`config.mk`:
```
export PLATFORM = sky130hd
export DESIGN_NAME = dac_frame_serializer
export DESIGN_NICKNAME = d
export VERILOG_FILES = /design/src/rtl/sound_pkg.sv /design/src/rtl/dac_tick_gen.sv /design/src/rtl/dac_frame_serializer.sv
export SDC_FILE = /design/constraint.sdc
export NUM_CORES = 1
export LEC_CHECK = 0
export ABC_CLOCK_PERIOD_IN_PS = 2200
export CORE_ASPECT_RATIO = 1.1
export CORE_MARGIN = 2
export CORE_UTILIZATION = 56
export DETAILED_ROUTE_END_ITERATION = 12
export PLACE_DENSITY = 0.86
export SETUP_SLACK_MARGIN = 0.2
export SKIP_LAST_GASP = 1
export SYNTH_ARGS = -nofsm -noshare
export SYNTH_HDL_FRONTEND = slang
export SYNTH_SLANG_ARGS = --single-unit
```
`constraint.sdc`:
```
create_clock -name clk -period 2.2 [get_ports clk]
set_input_delay 0.66 -clock clk [delete_from_list [all_inputs] [get_ports clk]]
set_output_delay 0.66 -clock clk [all_outputs]
set_load 0.01 [all_outputs]
```
`src/rtl/sound_pkg.sv`:
```
// -----------------------------------------------------------------------------
// sound_pkg
//   Shared types and constants for the audio DAC path.
//   - dac_state_t : frame serializer FSM states
//   - FRAME_BITS  : width of one serial DAC frame (control byte + sample)
//   - SAMPLE_BITS : width of one audio sample
//   - make_frame  : assembles the transmitted frame word
// -----------------------------------------------------------------------------
package sound_pkg;

    localparam int FRAME_BITS  = 16;
    localparam int SAMPLE_BITS = 8;

    typedef enum logic [2:0] {
        IDLE  = 3'd0,
        SETUP = 3'd1,
        SHIFT = 3'd2,
        HOLD  = 3'd3,
        GAP   = 3'd4
    } dac_state_t;

    // Control byte occupies the upper half, so it is sent first (MSB first).
    function automatic logic [FRAME_BITS-1:0] make_frame(
        input logic [7:0]             ctrl,
        input logic [SAMPLE_BITS-1:0] sample
    );
        return {ctrl, sample};
    endfunction

endpackage

```
`src/rtl/dac_tick_gen.sv`:
```
// -----------------------------------------------------------------------------
// dac_tick_gen
//   Free-running phase counter. Emits a one-cycle phase_end_o tick on the last
//   cycle of every CLK_DIV-cycle phase. restart_i forces the counter back to 0
//   so the first phase of a frame launched from idle is a full CLK_DIV long.
//
//   Ports:
//     clk         in   system clock
//     rst_n       in   asynchronous active-low reset
//     restart_i   in   restart the phase (counter to 0 on the next edge)
//     phase_end_o out  high during the last cycle of each phase
// -----------------------------------------------------------------------------
module dac_tick_gen #(
    parameter int CLK_DIV = 4
) (
    input  logic clk,
    input  logic rst_n,
    input  logic restart_i,
    output logic phase_end_o
);

    localparam int             CW   = (CLK_DIV > 1) ? $clog2(CLK_DIV) : 1;
    localparam logic [CW-1:0]  LAST = CW'(CLK_DIV - 1);

    logic [CW-1:0] cnt_q, cnt_d;

    always_comb begin
        // NOTE: every combinational output gets a default assignment first, so
        // no path through the block can leave it unassigned and infer a latch.
        cnt_d = cnt_q + CW'(1);
        if (restart_i || (cnt_q == LAST)) begin
            cnt_d = '0;
        end
    end

    // NOTE: state registers use non-blocking assignments so every flop samples
    // its next-state value from before the edge, independent of block order.
    always_ff @(posedge clk or negedge rst_n) begin
        if (!rst_n) begin
            cnt_q <= '0;
        end else begin
            cnt_q <= cnt_d;
        end
    end

    // With CLK_DIV=1 the counter sits at 0 and every cycle ends a phase.
    assign phase_end_o = (cnt_q == LAST);

endmodule

```
`src/rtl/dac_frame_serializer.sv`:
```
// -----------------------------------------------------------------------------
// dac_frame_serializer
//   Serial DAC front end. Accepts 8-bit samples on a single-cycle write strobe,
//   buffers one pending sample, and shifts each sample out as a 16-bit frame
//   {CTRL_BYTE, sample}, MSB first, on dac_clk/dac_sync/dac_data.
//   Frame = SETUP(1 phase) + SHIFT(32 phases) + HOLD(1) + GAP(1) = 35*CLK_DIV.
//
//   Parameters:
//     CLK_DIV    system clocks per dac_clk half-period (>= 1)
//     CTRL_BYTE  control byte sent in frame bits 15..8
//   Ports:
//     clk       in   system clock
//     rst_n     in   asynchronous active-low reset
//     data      in   sample, sampled only when write=1
//     write     in   single-cycle sample strobe
//     dac_clk   out  serial clock, low when idle; DAC samples on rising edge
//     dac_sync  out  frame sync, active low, high when idle
//     dac_data  out  serial data, MSB first, changes at low-phase start only
//     busy      out  high while a frame or its gap is in progress
//     overrun   out  one-cycle pulse when a pending sample is overwritten
// -----------------------------------------------------------------------------
module dac_frame_serializer
    import sound_pkg::*;
#(
    parameter int         CLK_DIV   = 4,
    parameter logic [7:0] CTRL_BYTE = 8'h00
) (
    input  logic       clk,
    input  logic       rst_n,
    input  logic [7:0] data,
    input  logic       write,
    output logic       dac_clk,
    output logic       dac_sync,
    output logic       dac_data,
    output logic       busy,
    output logic       overrun
);

    dac_state_t             state_q, state_d;
    logic [FRAME_BITS-1:0]  sr_q, sr_d;
    logic [3:0]             bit_cnt_q, bit_cnt_d;
    logic                   pend_valid_q, pend_valid_d;
    logic [SAMPLE_BITS-1:0] pend_data_q, pend_data_d;
    logic                   dclk_q, dclk_d;
    logic                   sync_q, sync_d;
    logic                   ddata_q, ddata_d;
    logic                   busy_q;
    logic                   ovr_q, ovr_d;

    logic                   phase_end;
    logic                   launch_idle;
    logic                   gap_end;
    logic                   take_pending;
    logic                   launch;
    logic [SAMPLE_BITS-1:0] launch_sample;
    logic [FRAME_BITS-1:0]  launch_word;

    // A frame starts either from IDLE on a write, or back-to-back at the end
    // of GAP when a sample is pending or arrives in that very cycle.
    assign launch_idle   = (state_q == IDLE) && write;
    assign gap_end       = (state_q == GAP) && phase_end;
    assign take_pending  = gap_end && pend_valid_q;
    assign launch        = launch_idle || (gap_end && (pend_valid_q || write));
    assign launch_sample = take_pending ? pend_data_q : data;
    assign launch_word   = make_frame(CTRL_BYTE, launch_sample);

    dac_tick_gen #(
        .CLK_DIV (CLK_DIV)
    ) u_tick_gen (
        .clk         (clk),
        .rst_n       (rst_n),
        .restart_i   (launch_idle),
        .phase_end_o (phase_end)
    );

    always_comb begin
        state_d      = state_q;
        sr_d         = sr_q;
        bit_cnt_d    = bit_cnt_q;
        pend_valid_d = pend_valid_q;
        pend_data_d  = pend_data_q;
        dclk_d       = dclk_q;
        sync_d       = sync_q;
        ddata_d      = ddata_q;
        ovr_d        = 1'b0;

        unique case (state_q)
            IDLE: ;
            SETUP: begin
                // Bit 15 is already on dac_data; the first low phase keeps it.
                if (phase_end) state_d = SHIFT;
            end
            SHIFT: begin
                if (phase_end) begin
                    if (!dclk_q) begin
                        dclk_d = 1'b1;
                    end else begin
                        dclk_d = 1'b0;
                        if (bit_cnt_q == 4'd0) begin
                            state_d = HOLD;
                        end else begin
                            // Next low phase begins: present the next bit.
                            bit_cnt_d = bit_cnt_q - 4'd1;
                            sr_d      = sr_q << 1;
                            ddata_d   = sr_q[FRAME_BITS-2];
                        end
                    end
                end
            end
            HOLD: begin
                if (phase_end) begin
                    state_d = GAP;
                    sync_d  = 1'b1;
                    ddata_d = 1'b0;
                end
            end
            GAP: begin
                // Overridden below when a next frame launches.
                if (phase_end) state_d = IDLE;
            end
            default: state_d = IDLE;
        endcase

        if (launch) begin
            state_d   = SETUP;
            sr_d      = launch_word;
            bit_cnt_d = 4'd15;
            dclk_d    = 1'b0;
            sync_d    = 1'b0;
            ddata_d   = launch_word[FRAME_BITS-1];
        end

        if (take_pending) pend_valid_d = 1'b0;

        // Writes outside IDLE go to the pending slot, except a write in the
        // last GAP cycle with nothing pending, which launches directly.
        // Refilling the slot while its old content launches is not an overrun.
        if (write && (state_q != IDLE) && !(gap_end && !pend_valid_q)) begin
            pend_valid_d = 1'b1;
            pend_data_d  = data;
            ovr_d        = pend_valid_q && !gap_end;
        end
    end

    always_ff @(posedge clk or negedge rst_n) begin
        if (!rst_n) begin
            state_q      <= IDLE;
            sr_q         <= '0;
            bit_cnt_q    <= '0;
            pend_valid_q <= 1'b0;
            // NOTE: the pending data register is reset as well; it is a single
            // word, so clearing it costs nothing and keeps reset state defined.
            pend_data_q  <= '0;
            dclk_q       <= 1'b0;
            sync_q       <= 1'b1;
            ddata_q      <= 1'b0;
            busy_q       <= 1'b0;
            ovr_q        <= 1'b0;
        end else begin
            state_q      <= state_d;
            sr_q         <= sr_d;
            bit_cnt_q    <= bit_cnt_d;
            pend_valid_q <= pend_valid_d;
            pend_data_q  <= pend_data_d;
            dclk_q       <= dclk_d;
            sync_q       <= sync_d;
            ddata_q      <= ddata_d;
            busy_q       <= (state_d != IDLE);
            ovr_q        <= ovr_d;
        end
    end

    assign dac_clk  = dclk_q;
    assign dac_sync = sync_q;
    assign dac_data = ddata_q;
    assign busy     = busy_q;
    assign overrun  = ovr_q;

endmodule
```
# Word-level counts from Yosys, hierarchy flattened

Cells that the tools add are included.

$add $sub $neg: 2
Equal/unequal tests: 10
Mux-type cells: 36
Reduce and logical (&&, ||, !) cells: 28

Operators by type and width:

| operator            | number |
|---|---|
| $mux 15             | 5 |
| $mux 3              | 7 |
| $mux 4              | 5 |
| $mux 1              | 15 |
| $pmux 3 s5          | 1 |
| $ne 3x3->1 const B  | 4 |
| $reduce_bool 2->1   | 5 |
| $reduce_bool 3->1   | 3 |
| $logic_and 1x1->1   | 8 |
| $mux 8              | 1 |
| $eq 3x2->1 const B  | 2 |
| $reduce_and 5->1    | 1 |
| $logic_not 4->1     | 1 |
| $reduce_and 2->1    | 2 |
| $reduce_and 4->1    | 1 |
| $sub 4x1->4 const B | 1 |
| $eq 3x1->1 const B  | 1 |
| $eq 3x3->1 const B  | 1 |
| $logic_not 1->1     | 3 |
| $logic_not 3->1     | 1 |
| $logic_or 1x1->1    | 3 |
| $add 2x1->2 const B | 1 |
| $eq 2x2->1 const B  | 1 |
| $mux 2              | 1 |
| 2 further kinds     | 2 |

Register bits: 38
Input bits: 11
Output and inout port bits: 5
Logic and storage cells: 87

# Longest topological paths before layout

Gate-level depths: netlist (run 1).

Depth after elaboration: 7
Gate-level depth with buffers: 8
Gate-level depth less buffers: 6

# Cells and area by module

A second synthesis (run 1) with hierarchy kept.

Cell total of the unflattened synthesis: 170
Area, all modules: 1765.4 um2

By module, submodules not included:

| module               | times used | cells each | area each (um2) | sequential area each (um2) |
|---|---|---|---|---|
| dac_frame_serializer | 1          | 165        | 1680.4          | 902.1 |
| dac_tick_gen         | 1          | 5          | 85.1            | 50.0 |

# Worst setup path after synthesis (run 1)

No wires, ideal clock.

Kind: register to register
From: register bit_cnt_q[0]
To: register ddata_q, in the netlist dac_data
Setup time: 0.126 ns
Data arrival time: 1.603 ns
Data required time: 2.074 ns
Setup slack: 0.471 ns
Stages on the path, launching flop included: 7
Buffers on the path: 0
Clock period less this slack: 1.729 ns
Path through: dfrtp_1 inv_1 ha_1 or3b_4 and2_4 o211a_1 a311o_1

Word-level cells in the longest chain between the ends: 3

Ends and longest elaborated chain:

| element                           | RTL line                    | text |
|---|---|---|
| from (decl)                       | dac_frame_serializer.sv:41  | `logic [3:0] bit_cnt_q, bit_cnt_d;` |
| from (signal assigned)            | dac_frame_serializer.sv:162 | `bit_cnt_q <= bit_cnt_d;` |
| $logic_not 4->1                   | dac_frame_serializer.sv:99  | `if (bit_cnt_q == 4'd0) begin` |
| $ne 3x3->1 (no source line)       | n/a                         |  |
| $reduce_and 5->1 (no source line) | n/a                         |  |
| to (signal assigned)              | dac_frame_serializer.sv:167 | `ddata_q <= ddata_d;` |
| to (decl)                         | dac_frame_serializer.sv:46  | `logic ddata_q, ddata_d;` |

Every way passes these cells.
A chain may end at the register's enable or synchronous reset.

# Worst setup path after layout (run 1)

From: register ddata_q, in the netlist dac_data
To: output port dac_data

RTL lines:

| element   | RTL line                   | text |
|---|---|---|
| to (decl) | dac_frame_serializer.sv:34 | `output logic dac_data,` |

No word-level cell between the ends.

==> results of run 1 <==
-- power breakdown --
| group | switching [uW] | internal (uW) |
|---|---|---|
| Sequential | 6.73 | 714 |
| Clock | 217 | 265 |
| Combinational | 28.5 | 37.3 |
-- per-layer routing --
metal,vias up,part of all wire,global-route usage
li1,624,-,-
met1,610,0.41,0.250
met2,30,0.53,0.335
met3,6,0.042,0.0554
met4,0,0.019,0.0785
met5,-,0,0
-- logic make-up (layout without fill, tap and decap cells) --
kind of cell	Yosys count	in the layout	share of synthesized area
AO/OA/AOI/OAI	30	30	0.118
XOR/XNOR	3	3	0.0148
adder cells (fa/ha/maj)	2	2	0.0141
buffers and inverters	13	34	0.0422
flip-flops	38	38	0.535
multiplexers	16	16	0.0956
AND/OR/NAND/NOR	62	62	0.180
-- final timing paths --
check | startpoint | cells after the start | slack [ns] | endpoint
min reg2reg | u_tick_gen.cnt_q[0]$_DFF_PN0_ | 1 | 0.45 | u_tick_gen.cnt_q[0]$_DFF_PN0_
max reg2reg | bit_cnt_q[0]$_DFFE_PN0P_ | 6 | 0.36 | dac_data$_DFFE_PN0P_
min | u_tick_gen.cnt_q[0]$_DFF_PN0_ | 1 | 0.45 | u_tick_gen.cnt_q[0]$_DFF_PN0_
max in group asynchronous | rst_n | 2 | 1.14 | dac_sync$_DFFE_PN1P_
max | dac_data$_DFFE_PN0P_ | 1 | 0.26 | dac_data
min in group asynchronous | rst_n | 2 | 0.72 | bit_cnt_q[2]$_DFFE_PN0P_
-- per-stage QoR --
stage	worst slack (ns)	total power [uW]	instance area, um2	std cells	hold WS [ns]
2_1_floorplan	0.471	758	1780	164	0.364
3_3_place_gp	0.249	798	1960	211	0.426
3_5_place_dp	0.219	802	1960	211	0.440
4_1_cts	0.253	1280	2050	219	0.459
5_1_grt	0.202	1330	2050	219	0.488
6_report	0.264	1270	2050	219	0.454
-- cell usage after synthesis (2+ instances only) --
cell      count
dfrtp_1      37
nand2_1      26
nand3_1      12
a21oi_1       8
mux2_2        8
mux2i_1       8
o211ai_1      7
inv_1         4
nor2_1        4
a31oi_1       3
and3_1        3
buf_2         3
nor3_1        3
o21ai_0       3
buf_4         2
buf_6         2
ha_1          2
nand2b_1      2
nor3b_1       2
xor2_1        2
-- layout by cell type, fill, tap and decap left out, types with 2 or more instances in the layout --
| cell type | netlist | layout |
|---|---|---|
| and3_1 | 3 | 3 |
| buf_4 | 2 | 8 |
| clkbuf_4 | 0 | 5 |
| clkdlybuf4s50_1 | 0 | 14 |
| a21oi_1 | 8 | 8 |
| a31oi_1 | 3 | 3 |
| ha_1 | 2 | 2 |
| dfrtp_1 | 37 | 36 |
| nor3_1 | 3 | 3 |
| nor3b_1 | 2 | 2 |
| o21ai_0 | 3 | 3 |
| nor2_1 | 4 | 4 |
| xor2_1 | 2 | 2 |
| mux2_2 | 8 | 8 |
| inv_1 | 4 | 4 |
| nand2b_1 | 2 | 2 |
| o211ai_1 | 7 | 7 |
| mux2i_1 | 8 | 8 |
| nand2_1 | 26 | 26 |
| nand3_1 | 12 | 12 |
-- area by class of cell --
| class | count | area [um2] |
|---|---|---|
| Clock buffer | 6 | 51.3 |
| Clock inverter | 1 | 30.0 |
| Multi-Input combinational cell | 113 | 752 |
| Inverter | 4 | 15.0 |
| Sequential cell | 38 | 953 |
| Fill cell | 233 | 995 |
| Tap cell | 34 | 42.5 |
| Timing Repair Buffer | 23 | 209 |
-- what timing repair did --
action,CTS,global route
hold buffers,0,0
setup buffers,1,0
endpoints found under the setup margin,2,0
gates resized for setup,2,0
-- registers in the layout (all words and copies together) (netlist names) --
register	cells
dac_clk	1
bit_cnt_q	4
pend_valid_q	1
u_tick_gen.cnt_q	2
sr_q	15
overrun	1
dac_data	1
dac_sync	1
pend_data_q	8
state_q	3
busy	1
==> results.rst, run 1 <==
.. list-table::
   :header-rows: 1

   * - Metric
     - Value
   * - Status
     - completed
   * - Routed length per instance
     - 14.0 um
   * - Share of the clock period used by the worst path
     - 0.880
   * - First DRT Iteration DRCs
     - 31
   * - Library cell occupying the most area in the post-synthesis netlist
     - dfrtp_1
   * - Worst VDD drop
     - 0.827 mV
   * - Critical path startpoint category
     - register
   * - Clock skew
     - 0.00820 ns
   * - Number of standard-cell rows in the floorplan
     - 21
   * - Area of the die
     - 3640 um2
   * - CP arrival
     - 1.28 ns
   * - Total Wirelength
     - 3080 um
   * - H-tree lvl count
     - 2
   * - Total routing usage reported by global routing
     - 0.203
   * - Startpoint-to-endpoint class of the critical path
     - register to primary output
   * - Starting density of the core
     - 0.584
   * - Fraction of final layout cells with drive strength greater than 1
     - 0.189
   * - Floorplan core area
     - 3050 um2
   * - Worst path max stage delay
     - 0.55 ns
   * - Estimated wirelength of the detail-placed design
     - 2240 um
   * - Number of buffers inserted during clock tree synthesis
     - 5
   * - Slowest cell on the critical path
     - clkdlybuf4s50_1
   * - Unrepaired setup endpoints after global routing
     - false
   * - Routability Congestion
     - 0.861
   * - Power per Cell Area
     - 617 nW/um2
   * - Fraction of synthesized cell area taken by the top area cell type
     - 0.520
   * - Vias in the first global route
     - 1268
   * - Cell at the root of the clock tree
     - clkbuf_4
   * - Share of synthesized flip-flops with an asynchronous set or reset
     - 1.00
   * - Reg clk slew, reported paths
     - 0.10 ns
   * - Number of buffer and inverter stages on the critical path
     - 1
   * - Netlist area before placement
     - 1780 um2
   * - Synth-to-Final Area Change
     - 15.4%
   * - Clock sink count
     - 38
   * - Synthesized Nets
     - 177
   * - Post-layout min period
     - 1.94 ns
   * - Worst min path class
     - register to register
   * - TritonCTS clock tree
     - done
   * - DIE HEIGHT
     - 63.1 um
   * - Sequential share of the synthesized area
     - 0.535
   * - Number of max-cap violations
     - 0
   * - First-pass GRT wire length
     - 5550 um
   * - Mean instance size in the synthesized netlist
     - 10.8 um2
   * - Final number of hold-violating endpoints
     - 0
   * - Remaining Overflow, GRT
     - 0
   * - Diodes inserted
     - 0
   * - I/O Pins
     - 16
   * - Horiz. Die Dim
     - 57.7 um
   * - Worst Path Max Fanout
     - 3
   * - Pins Over Slew Limit
     - 0
   * - Worst slew margin relative to its limit
     - 0.691
   * - Antenna violations before repair
     - 0
   * - Warnings from Yosys
     - 0
   * - Final cell utilization of the core
     - 0.674
   * - DRT Pass-1 Iters
     - 4
   * - Leading post-synthesis cells by cell area
     - dfrtp_1 52%, nand2_1 5.5%, mux2_2 5.1%
   * - F_max
     - 516 MHz
   * - Cells after synthesis
     - 164
   * - Post-synthesis register bit count
     - 38
   * - Tightest Pin Transition
     - 0.463 ns
   * - Buffer depth of the longest clock path
     - 2
   * - Crit path capture type
     - primary output
   * - Post-synthesis cell type count
     - 43
   * - Kind of cell with the highest combined delay on the critical path
     - buffers and inverters
   * - Via count
     - 1270
   * - Maximum number of pins on one net before global-route repair
     - 39
   * - Leading register cell type out of synthesis
     - dfrtp_1
   * - Vias per cell
     - 5.80
   * - Count of flip-flops with a built-in enable after synthesis
     - 0
   * - Cell breakdown of the critical path
     - clkdlybuf4s50_1
   * - Required time of the critical path
     - 1.54 ns
   * - Nets
     - 198
   * - Total of buffers placed on input and output ports
     - 15
   * - Leakage power figure
     - 0.000929 uW
   * - Clock network latency to the later pin of the worst-skew pair
     - 0.34 ns
   * - Antenna viol nets, final
     - 0
   * - Endpoints failing setup
     - 0
   * - Final TNS setup
     - 0 ns
   * - Post-route DRC
     - 0
(Power assumes the default switching activity.)
==> inputs of run 2 (changes only) <==
--- a/config.mk
+++ b/config.mk
@@ -16,3 +16,4 @@
 export SYNTH_ARGS = -nofsm -noshare
 export SYNTH_HDL_FRONTEND = slang
 export SYNTH_SLANG_ARGS = --single-unit
+export TNS_END_PERCENT = 30
==> run 2 against run 1 <==
  * Utilization stayed put
  * Critical path depth stayed put
  * Die area stayed put
  * Largest cell class unchanged
  * Highest routed layer unchanged
==> results.rst, run 2 (synthesized netlist as in run 1, its figures left out) <==
.. list-table::
   :header-rows: 1

   * - Metric
     - Value
   * - Leakage power figure
     - 0.000929 uW
   * - Fill cell instance count of the final layout
     - 235
   * - Design Power
     - 1270 uW
   * - Most crowded layer after global routing
     - met2
   * - Biggest registers after layout
     - sr_q x15, pend_data_q x8, bit_cnt_q x4
   * - Pins Over Slew Limit
     - 0
   * - Antenna violations before repair
     - 0
   * - Fraction of final layout cells with drive strength greater than 1
     - 0.189
   * - Number of max-cap violations
     - 0
   * - First-pass GRT wire length
     - 5550 um
   * - Cell breakdown of the critical path
     - clkdlybuf4s50_1
   * - Kind of cell with the highest combined delay on the critical path
     - buffers and inverters
   * - Number of flip-flops under the largest register name
     - 15
   * - DRT Pass-1 Iters
     - 4
   * - Antenna viol nets, final
     - 0
   * - TritonCTS clock tree
     - done
   * - I/O Pins
     - 16
   * - Total routing usage reported by global routing
     - 0.203
   * - Placed cell count
     - 211
   * - Worst Path Max Fanout
     - 3
   * - Endpoints failing setup
     - 0
   * - Status
     - completed
   * - End of the worst register-to-register path
     - dac_data$_DFFE_PN0P_
   * - Start point of the critical path
     - dac_data$_DFFE_PN0P_
   * - Reg clk slew, reported paths
     - 0.10 ns
   * - Critical path startpoint category
     - register
   * - Power per Cell Area
     - 618 nW/um2
   * - Synth-to-Final Area Change
     - 15.4%
   * - Number of standard-cell rows in the floorplan
     - 21
   * - CP arrival
     - 1.28 ns
   * - Worst slew margin relative to its limit
     - 0.691
   * - Estimated wirelength of the detail-placed design
     - 2240 um
   * - R2R cell count
     - 6
   * - Starting density of the core
     - 0.584
   * - Cell at the root of the clock tree
     - clkbuf_4
   * - Horiz. Die Dim
     - 57.7 um
   * - Number of buffers inserted during clock tree synthesis
     - 5
   * - Area of the die
     - 3640 um2
   * - Vias in the first global route
     - 1268
   * - Nets
     - 198
   * - Worst Hold Margin
     - 0.454 ns
   * - Total of buffers placed on input and output ports
     - 15
   * - Worst path max stage delay
     - 0.55 ns
   * - Clock network latency to the later pin of the worst-skew pair
     - 0.35 ns
   * - Worst min path class
     - register to register
   * - H-tree lvl count
     - 2
   * - Final TNS setup
     - 0 ns
   * - Clock sink count
     - 38
   * - Worst VDD drop
     - 0.830 mV
   * - Cts-stage hold buffer count
     - 0
   * - Required time of the critical path
     - 1.54 ns
   * - First DRT Iteration DRCs
     - 29
   * - Final number of hold-violating endpoints
     - 0
   * - Tightest Pin Transition
     - 0.464 ns
   * - Most common cell after layout, fill and taps aside
     - dfrtp_1
   * - Routability Congestion
     - 0.861
   * - Maximum number of pins on one net before global-route repair
     - 39
   * - Final cell utilization of the core
     - 0.674
   * - Unrepaired setup endpoints after global routing
     - false
   * - F_max
     - 516 MHz
   * - Reg with most FFs
     - sr_q
   * - Routed length per instance
     - 14.2 um
   * - Met3 Resource Use GR
     - 0.0554
   * - Capture point of the critical path
     - dac_data
   * - Number of buffer and inverter stages on the critical path
     - 1
   * - Routing usage on met1
     - 0.250
   * - Number of cells traversed by the worst hold path
     - 1
   * - Remaining Overflow, GRT
     - 0
   * - Final standard cell count with taps included and fillers excluded
     - 219
   * - Startpoint-to-endpoint class of the critical path
     - register to primary output
   * - Startpoint of the worst register-to-register path
     - bit_cnt_q[0]$_DFFE_PN0P_
   * - Slack of the worst reg-to-reg path
     - 0.36 ns
   * - Crit path capture type
     - primary output
   * - Via count
     - 1263
   * - Global Route met2 Usage
     - 0.335
   * - Share of the clock period used by the worst path
     - 0.880
   * - Slowest cell on the critical path
     - clkdlybuf4s50_1
   * - DIE HEIGHT
     - 63.1 um
   * - Clock skew
     - 0.0102 ns
   * - Post-route DRC
     - 0
   * - Vias per cell
     - 5.77
   * - Floorplan core area
     - 3050 um2
   * - Post-layout min period
     - 1.94 ns
   * - Total Wirelength
     - 3110 um
   * - Commonest non-fill, non-tap cells in the layout
     - 36 x dfrtp_1, 26 x nand2_1, 14 x clkdlybuf4s50_1, 12 x nand3_1
   * - Diodes inserted
     - 0
   * - Critical path depth
     - 1
   * - Buffer depth of the longest clock path
     - 2
## run 2: cell counts in the layout (fill, tap and decap cells not counted)
Identical to the previous run, type by type.
## run 2: power breakdown
group          switching (uW)  internal (uW)
Combinational            28.5           37.3
Clock                     219            265
Sequential               6.73            714
Total                     254           1020
## run 2: cell type report
cell class	count	area, um2	area share
clock inverters	1	30.0	0.0146
repair buffers	23	209	0.102
multi-input cells	113	752	0.366
clock buffers	6	51.3	0.0250
well taps	34	42.5	0.0207
inverters	4	15.0	0.00731
flip-flops and latches	38	953	0.464
## run 2: how the worst min path moves through the flow
stage	start	end	slack, ns
2_1_floorplan	rst_n	bit_cnt_q[0]$_DFFE_PN0P_	0.36
3_3_place_gp	u_tick_gen.cnt_q[0]$_DFF_PN0_	u_tick_gen.cnt_q[0]$_DFF_PN0_	0.43
3_5_place_dp	u_tick_gen.cnt_q[0]$_DFF_PN0_	u_tick_gen.cnt_q[0]$_DFF_PN0_	0.44
4_1_cts	u_tick_gen.cnt_q[0]$_DFF_PN0_	u_tick_gen.cnt_q[0]$_DFF_PN0_	0.46
5_1_grt	u_tick_gen.cnt_q[0]$_DFF_PN0_	u_tick_gen.cnt_q[0]$_DFF_PN0_	0.49
6_report	u_tick_gen.cnt_q[0]$_DFF_PN0_	u_tick_gen.cnt_q[0]$_DFF_PN0_	0.45
## run 2: repair_timing
action                                  in CTS  in global routing
buffers inserted                             0                  1
gates resized for setup                      1                  1
endpoints found under the hold margin        0                  0
pin swaps                                    0                  0
endpoints found under the setup margin       2                  1
## run 2: through the flow
stage | cell area, um2 | setup WS (ns)
6_report | 2050 | 0.264
3_5_place_dp | 1960 | 0.219
5_1_grt | 2050 | 0.202
2_1_floorplan | 1780 | 0.471
3_3_place_gp | 1960 | 0.249
4_1_cts | 2040 | 0.114
## run 2: routing by layer
metal	vias to the layer above	wire, um
li1	624	-
met1	605	1280
met2	29	1640
met3	5	125
met4	0	55
met5	-	0
